## config.mk

```make
export PLATFORM = sky130hd
export DESIGN_NAME = kbd_char_fifo
export DESIGN_NICKNAME = d
export VERILOG_FILES = /design/src/rtl/kbd_char_fifo.sv
export SDC_FILE = /design/constraint.sdc
export NUM_CORES = 1
export LEC_CHECK = 0
export CAP_MARGIN = 20
export CORE_ASPECT_RATIO = 1.25
export CORE_MARGIN = 4
export CORE_UTILIZATION = 30
export DETAILED_ROUTE_END_ITERATION = 10
export GPL_TIMING_DRIVEN = 0
export PLACE_DENSITY = 0.5
export SLEW_MARGIN = 20
export SYNTH_ARGS = -nofsm -noshare
export SYNTH_HDL_FRONTEND = slang
export SYNTH_SLANG_ARGS = --single-unit
```

## constraint.sdc

```tcl
create_clock -name clk -period 3.8 [get_ports clk]
set_input_delay 0.76 -clock clk [delete_from_list [all_inputs] [get_ports clk]]
set_output_delay 0.76 -clock clk [all_outputs]
set_load 0.02 [all_outputs]
```

## src/rtl/kbd_char_fifo.sv

```systemverilog
// Keyboard character FIFO between the scan-to-ASCII decoder and the CPU bus.
// Supports pop/peek/status/flush reads, backspace editing and overflow policy.
module kbd_char_fifo #(
   parameter int                DATA_W    = 8,
   parameter int                DEPTH     = 16,
   parameter int                AW        = 4,
   parameter bit                OVERWRITE = 1'b0,
   parameter bit                BS_EN     = 1'b1,
   parameter logic [DATA_W-1:0] BS_CODE   = 8'h08
) (
   input  logic              clk,
   input  logic              clr,
   input  logic              char_valid,
   input  logic [DATA_W-1:0] char_data,
   input  logic              cpu_rd,
   input  logic [1:0]        cpu_addr,
   output logic [DATA_W-1:0] cpu_rdata,
   output logic [AW:0]       count,
   output logic              empty,
   output logic              full,
   output logic              overflow
);

   localparam logic [AW:0] FULL_CNT = (AW+1)'(DEPTH);

   logic [DATA_W-1:0] mem [DEPTH];
   logic [AW-1:0]     rd_ptr;
   logic [AW-1:0]     wr_ptr;

   logic              is_bs;
   logic              is_push;
   logic              do_pop;
   logic              do_flush;
   logic              bs_act;
   logic              push_acc;
   logic              push_ovr;
   logic              ovw_adv;
   logic [AW:0]       cnt_next;
   logic [DATA_W-1:0] head;
   logic [DATA_W-1:0] status_word;

   assign empty       = (count == '0);
   assign full        = (count == FULL_CNT);
   assign head        = empty ? '0 : mem[rd_ptr];
   assign status_word = DATA_W'({overflow, full, empty, count});

   // All decisions use the occupancy at the start of the cycle; a pop in the
   // same cycle frees a slot for a push into a full FIFO.
   always_comb begin
      is_bs    = char_valid && BS_EN && (char_data == BS_CODE);
      is_push  = char_valid && !is_bs;
      do_flush = cpu_rd && (cpu_addr == 2'd3);
      do_pop   = cpu_rd && (cpu_addr == 2'd0) && !empty;
      bs_act   = is_bs && !do_flush &&
                 (do_pop ? (count > (AW+1)'(1)) : !empty);
      push_acc = is_push && !do_flush && (!full || do_pop || OVERWRITE);
      push_ovr = is_push && !do_flush && full && !do_pop;
      ovw_adv  = push_ovr && OVERWRITE;

      cnt_next = count;
      if (push_acc && !ovw_adv) cnt_next = cnt_next + (AW+1)'(1);
      if (do_pop)               cnt_next = cnt_next - (AW+1)'(1);
      if (bs_act)               cnt_next = cnt_next - (AW+1)'(1);
   end

   always_ff @(posedge clk) begin
      if (clr) begin
         rd_ptr    <= '0;
         wr_ptr    <= '0;
         count     <= '0;
         overflow  <= 1'b0;
         cpu_rdata <= '0;
      end else begin
         if (cpu_rd) begin
            case (cpu_addr)
               2'd0, 2'd1: cpu_rdata <= head;
               2'd2:       cpu_rdata <= status_word;
               default:    cpu_rdata <= '0;
            endcase
         end

         if (do_flush) begin
            rd_ptr   <= '0;
            wr_ptr   <= '0;
            count    <= '0;
            overflow <= 1'b0;
         end else begin
            count <= cnt_next;
            if (push_acc)
               wr_ptr <= wr_ptr + AW'(1);
            else if (bs_act)
               wr_ptr <= wr_ptr - AW'(1);
            if (do_pop || ovw_adv)
               rd_ptr <= rd_ptr + AW'(1);
            if (push_ovr)
               overflow <= 1'b1;
         end
      end
   end

   // Storage is deliberately left out of reset.
   always_ff @(posedge clk) begin
      if (!clr && push_acc)
         mem[wr_ptr] <= char_data;
   end

endmodule

```

* Word-level counts from Yosys, hierarchy flattened *
Memory sizes are Yosys's and may differ from the RTL's. A register that Yosys moved wholly into a read port is not among the register bits.
Index checks and enable logic that the tools add are counted.
Widths: inputs -> output; s select.

operators by class
  order comparisons = 1
  reductions and logical operators = 24
  add/subtract/negate cells = 6
  eq/ne operators = 5
  muxes and demuxes = 12

operator list
  kind                 number
  $mux 4               4
  $pmux 8 s2           1
  $mux 5               3
  $logic_and 1x1->1    12
  $sub 5x1->5 const B  2
  $add 4x1->4 const B  2
  $eq 8x4->1 const B   1
  $mux 8               1
  $logic_not 1->1      6
  $add 5x1->5 const B  1
  $eq 5x5->1 const B   1
  $gt 5x1->1 const B   1
  $logic_not 5->1      1
  $eq 2x2->1 const B   2
  $reduce_or 2->1      2
  $sub 4x1->4 const B  1
  $mux 1               3
  $eq 2x1->1 const B   1
  $logic_not 2->1      1
  $reduce_bool 2->1    1
  $logic_or 1x1->1     1

storage, ports and cells
  input bits = 14
  memories = 1
  output and inout bits = 16
  logic and storage cells = 54
  RAM bits = 128
  flip-flop bits (word level) = 22

memory list
  name  depth  bits a word  rd ports  clocked after memory_dff  write ports  line  text
  mem   16     8            1         1                         1            26    logic [DATA_W-1:0] mem [DEPTH];

* Longest topological paths before layout *
  depth in word-level cells = 11
  mapped depth = 14
  gate-level depth less buffers = 12

* Worst setup path after synthesis *
No wires, ideal clock.

  path kind = input-to-reg
  start = input port cpu_rd
  end = register count[4]
  setup slack = 0.638 ns
  path buffers = 2
  stages on the path = 13
  data arrival time = 3.041 ns
  library setup time = 0.121 ns
  required time = 3.679 ns
  cells stage by stage = buf_2 and3_1 a211oi_4 and2_1 buf_4 xnor2_2 ha_1 nand3_1 a311o_1 nand3_1 xor2_1 nor2_1 mux2_4

between the ends
  longest elaborated chain between the ends = 9
  elaborated cells between the ends (all ways) = 16
  classes of those cells = 2 x add/sub; 4 x mux; 10 x reduce/logical

RTL lines
  item                                                   line        text
  from (decl)                                            15          input logic cpu_rd,
  $logic_and 1x1->1, on equally long branches            52, 53
  $logic_not 1->1 or $logic_and 1x1->1 (tied branches)   54, 56, 53
  $logic_and 1x1->1 or $logic_or 1x1->1 (tied branches)  56          push_acc = is_push && !do_flush && (!full || do_pop || OVERWRITE);
  $logic_and 1x1->1                                      56
  $mux 5                                                 61          if (push_acc && !ovw_adv) cnt_next = cnt_next + (AW+1)'(1);
  $sub 5x1->5                                            62          if (do_pop) cnt_next = cnt_next - (AW+1)'(1);
  $mux 5                                                 62
  $sub 5x1->5                                            63          if (bs_act) cnt_next = cnt_next - (AW+1)'(1);
  $mux 5                                                 63
  to (signal assigned)                                   88          count <= cnt_next;
  to (decl)                                              18          output logic [AW:0] count,

Several ways; a longest one is shown, not always the timed one.
A chain may end at the register's enable or synchronous reset.

* Final worst setup path *
  start = input port char_data[6]
  end = memory mem[14][5], enable pin

between the ends
  longest elaborated chain between the ends = 9

RTL lines
  item                            line  text
  from (decl)                     14    input logic [DATA_W-1:0] char_data,
  $eq 8x4->1                      50    is_bs = char_valid && BS_EN && (char_data == BS_CODE);
  $logic_and 1x1->1               50
  $logic_not 1->1                 51    is_push = char_valid && !is_bs;
  $logic_and 1x1->1               51
  $logic_and 1x1->1 (2 in a row)  56
  $logic_and 1x1->1               103   if (!clr && push_acc)
  $mux 1                          103
  $mux 1 (implied by the code)    104   mem[wr_ptr] <= char_data;
  to (decl)                       26

Every way passes these cells.

==> reports/results.txt <==
Hold Path Class -> reg -> reg
area share of the largest cell type after synthesis -> 0.594
# diodes -> 0
net count after synthesis -> 422
relative slew slack -> 0.314
status -> completed
Total Routing Usage GR -> 0.129
share of cells above drive strength 1 -> 0.227
Worst Setup SP -> char_data[6]
Worst Setup End Kind -> register
dpl hpwl -> 10.3 mm
post-synthesis instance area -> 6470 um2
drt first-iter violations -> 222
wire per inst -> 20.0 um
global-route wire length before repair -> 22.8 mm
Final Setup Violations -> 0
crit path to -> mem[14][5]$_DFFE_PP_
Area after DPL -> 7130 um2
CP Launch Type -> primary input
CP max FO -> 17
worst-case reg-to-reg path depth -> 9
critical path class -> in -> reg
DR pass1 iterations -> 4
register area share after synthesis -> 0.674
Netlist cell types -> 51
top-count cell post-synth -> edfxtp_1
synthesis-to-finish area growth -> 19.2%
Final ANT Viol Nets -> 0
starting density of the core -> 0.308
CTS tree -> yes
P_int -> 2.94 mW
Synth area leaders -> edfxtp_1 59%, mux4_2 11%, dfxtp_1 8.0%
R2R Setup Slk -> 0.42 ns
pin count of the biggest net entering global routing -> 18
Clock power frac -> 0.433
EDFF count, synth -> 128
CTS Buf Count -> 17
vias per inst -> 4.94
cell area after layout -> 7720 um2
Clock Root Buffer -> clkbuf_16
initial antenna violation count -> 0
sw frac -> 0.229
io pins -> 30
number of max-cap violations -> 0
register bit total from synthesis -> 154
cells after synthesis -> 401
Clock H-tree levels -> 4
PwrDens -> 494 nW/um2
Synth Warn # -> 0
Final Slew Violations -> 0
Synth Flop Type -> edfxtp_1
Rows -> 59
Setup Fix Bufs, Post-CTS -> 0
Logic pwr share -> 0.078
GPL Wtd Cong -> 0.755
clock skew -> 0.00729 ns
chip width -> 139 um
Hold WS -> 0.487 ns
Fmax -> 276 MHz
Overflow after GRT -> 0
core area -> 21,000 um2
clock latency on the worst-skew pair -> 0.42 ns
final-report hold violation count -> 0
Residual DRC -> 0
unrepaired setup endpoints after global routing -> true
die height -> 172 um
drt total wl -> 14.7 mm
commonest cells in the netlist -> 128 x edfxtp_1, 41 x nor2_1, 32 x mux4_2
VDD IR max -> 306 uV
final worst path period share -> 0.955
number of global-route vias before repair -> 3,856
minimum clock period -> 3.63 ns
clk sinks -> 154
Die ar. -> 24,000 um2
Async S/R FF share, synth -> 0
I/O Buffers -> 28
P_sw -> 0.872 mW
Clock transition at path regs -> 0.06 ns
vias -> 3,637
Critical Path AT -> 3.68 ns
Worst R2R Start -> count[0]$_SDFF_PP0_
LEAKAGE -> 2.44 nW
Worst Tran Pin Value -> 1.02 ns
Post-layout nets -> 471
syn_area_per_cell -> 16.1 um2
deepest clock path buffer count -> 2
fraction of power consumed by sequential logic -> 0.489
CP required -> 3.85 ns
post-synth top area cell -> edfxtp_1
r2r endpoint -> mem[14][5]$_DFFE_PP_
flip-flops by register name (all words and copies together) (netlist names), named ones only:
signal	count
overflow	1
wr_ptr	4
count	5
mem	128
cpu_rdata	8
rd_ptr	4
power groups by stage:
stage | sequential (mW) | combinational (mW) | clock [mW]
after global routing | 1.87 | 0.324 | 1.77
after CTS | 1.87 | 0.301 | 1.69
after floorplan | 1.91 | 0.173 | 0
after global placement | 1.90 | 0.290 | 0
final | 1.87 | 0.296 | 1.65
after detailed placement | 1.90 | 0.300 | 0
critical path: stages:
cell and delay (ns):
dlygate4sd2_1 0.62, nor4_4 0.11, a211oi_4 0.49, and2_1 0.20, buf_4 0.17, nor2b_1 0.31, nand3b_1 0.25, nor2_1 0.75
worst min path at each step:
stage	to	cells past startpoint	startpoint	slack [ns]
final	cpu_rdata[2]$_SDFFE_PP0P_	2	cpu_rdata[2]$_SDFFE_PP0P_	0.49
after global routing	cpu_rdata[5]$_SDFFE_PP0P_	2	cpu_rdata[5]$_SDFFE_PP0P_	0.52
after CTS	cpu_rdata[2]$_SDFFE_PP0P_	2	cpu_rdata[2]$_SDFFE_PP0P_	0.49
after detailed placement	cpu_rdata[2]$_SDFFE_PP0P_	2	cpu_rdata[2]$_SDFFE_PP0P_	0.48
after global placement	cpu_rdata[6]$_SDFFE_PP0P_	2	cpu_rdata[6]$_SDFFE_PP0P_	0.48
after floorplan	register	2	rd_ptr[1]$_SDFFE_PP0N_	0.47
area by class of cell:
type                    count  area, um2
plain buffers              23        108
inverters                   5       18.8
well taps                 274        343
fillers                  2005      13300
flip-flops and latches    154       4360
multi-input cells         219       2050
repair buffers             30        265
clock buffers              18        429
clock inverters            13        143
cell families after synthesis:
group	Yosys count	synth area share
compound gates	44	0.0508
fa+ha+maj	7	0.0135
buf+inv	28	0.0195
flops	154	0.674
xor+xnor	17	0.0253
simple gates	108	0.0875
mux	43	0.129
cell usage in the layout, fill, tap and decap left out, types with 6 or more instances in the layout:
cell / instances
nor2_2: 7
clkbuf_16: 17
xnor2_1: 8
ha_1: 7
nand2_1: 15
nor2b_1: 12
xor2_1: 7
dfxtp_1: 26
clkbuf_2: 6
nor2_1: 34
mux2i_1: 9
a21oi_1: 11
clkdlybuf4s50_1: 20
edfxtp_1: 128
clkbuf_1: 12
a211oi_1: 14
nand4_1: 6
mux4_2: 32
nand3_1: 7
a22oi_1: 7
per-stage QoR:
step / std cells / setup TNS [ns] / total power, mW / worst slack, ns / utilization
after global routing: 736 / -0.118 / 3.96 / -0.0146 / 0.367
after floorplan: 401 / 0 / 2.08 / 0.638 / -
after detailed placement: 705 / -96.67 / 2.20 / -0.875 / 0.339
after global placement: 703 / -95.24 / 2.19 / -1.10 / 0.337
after CTS: 736 / 0 / 3.86 / 0.0566 / 0.367
final: 736 / 0 / 3.82 / 0.170 / 0.367
routing by layer:
metal	vias to the layer above	GRT usage	routed length, um
met4	0	0.0468	255
li1	1666	-	-
met1	1863	0.153	6000
met3	21	0.0302	722
met5	-	0	0
met2	87	0.231	7770
repair_timing:
item,4_1_cts,5_1_grt
resized for setup,17,15
setup endpoints to repair,128,78
hold buffers,0,0
No activity file was read; power rests on OpenSTA's default activity.
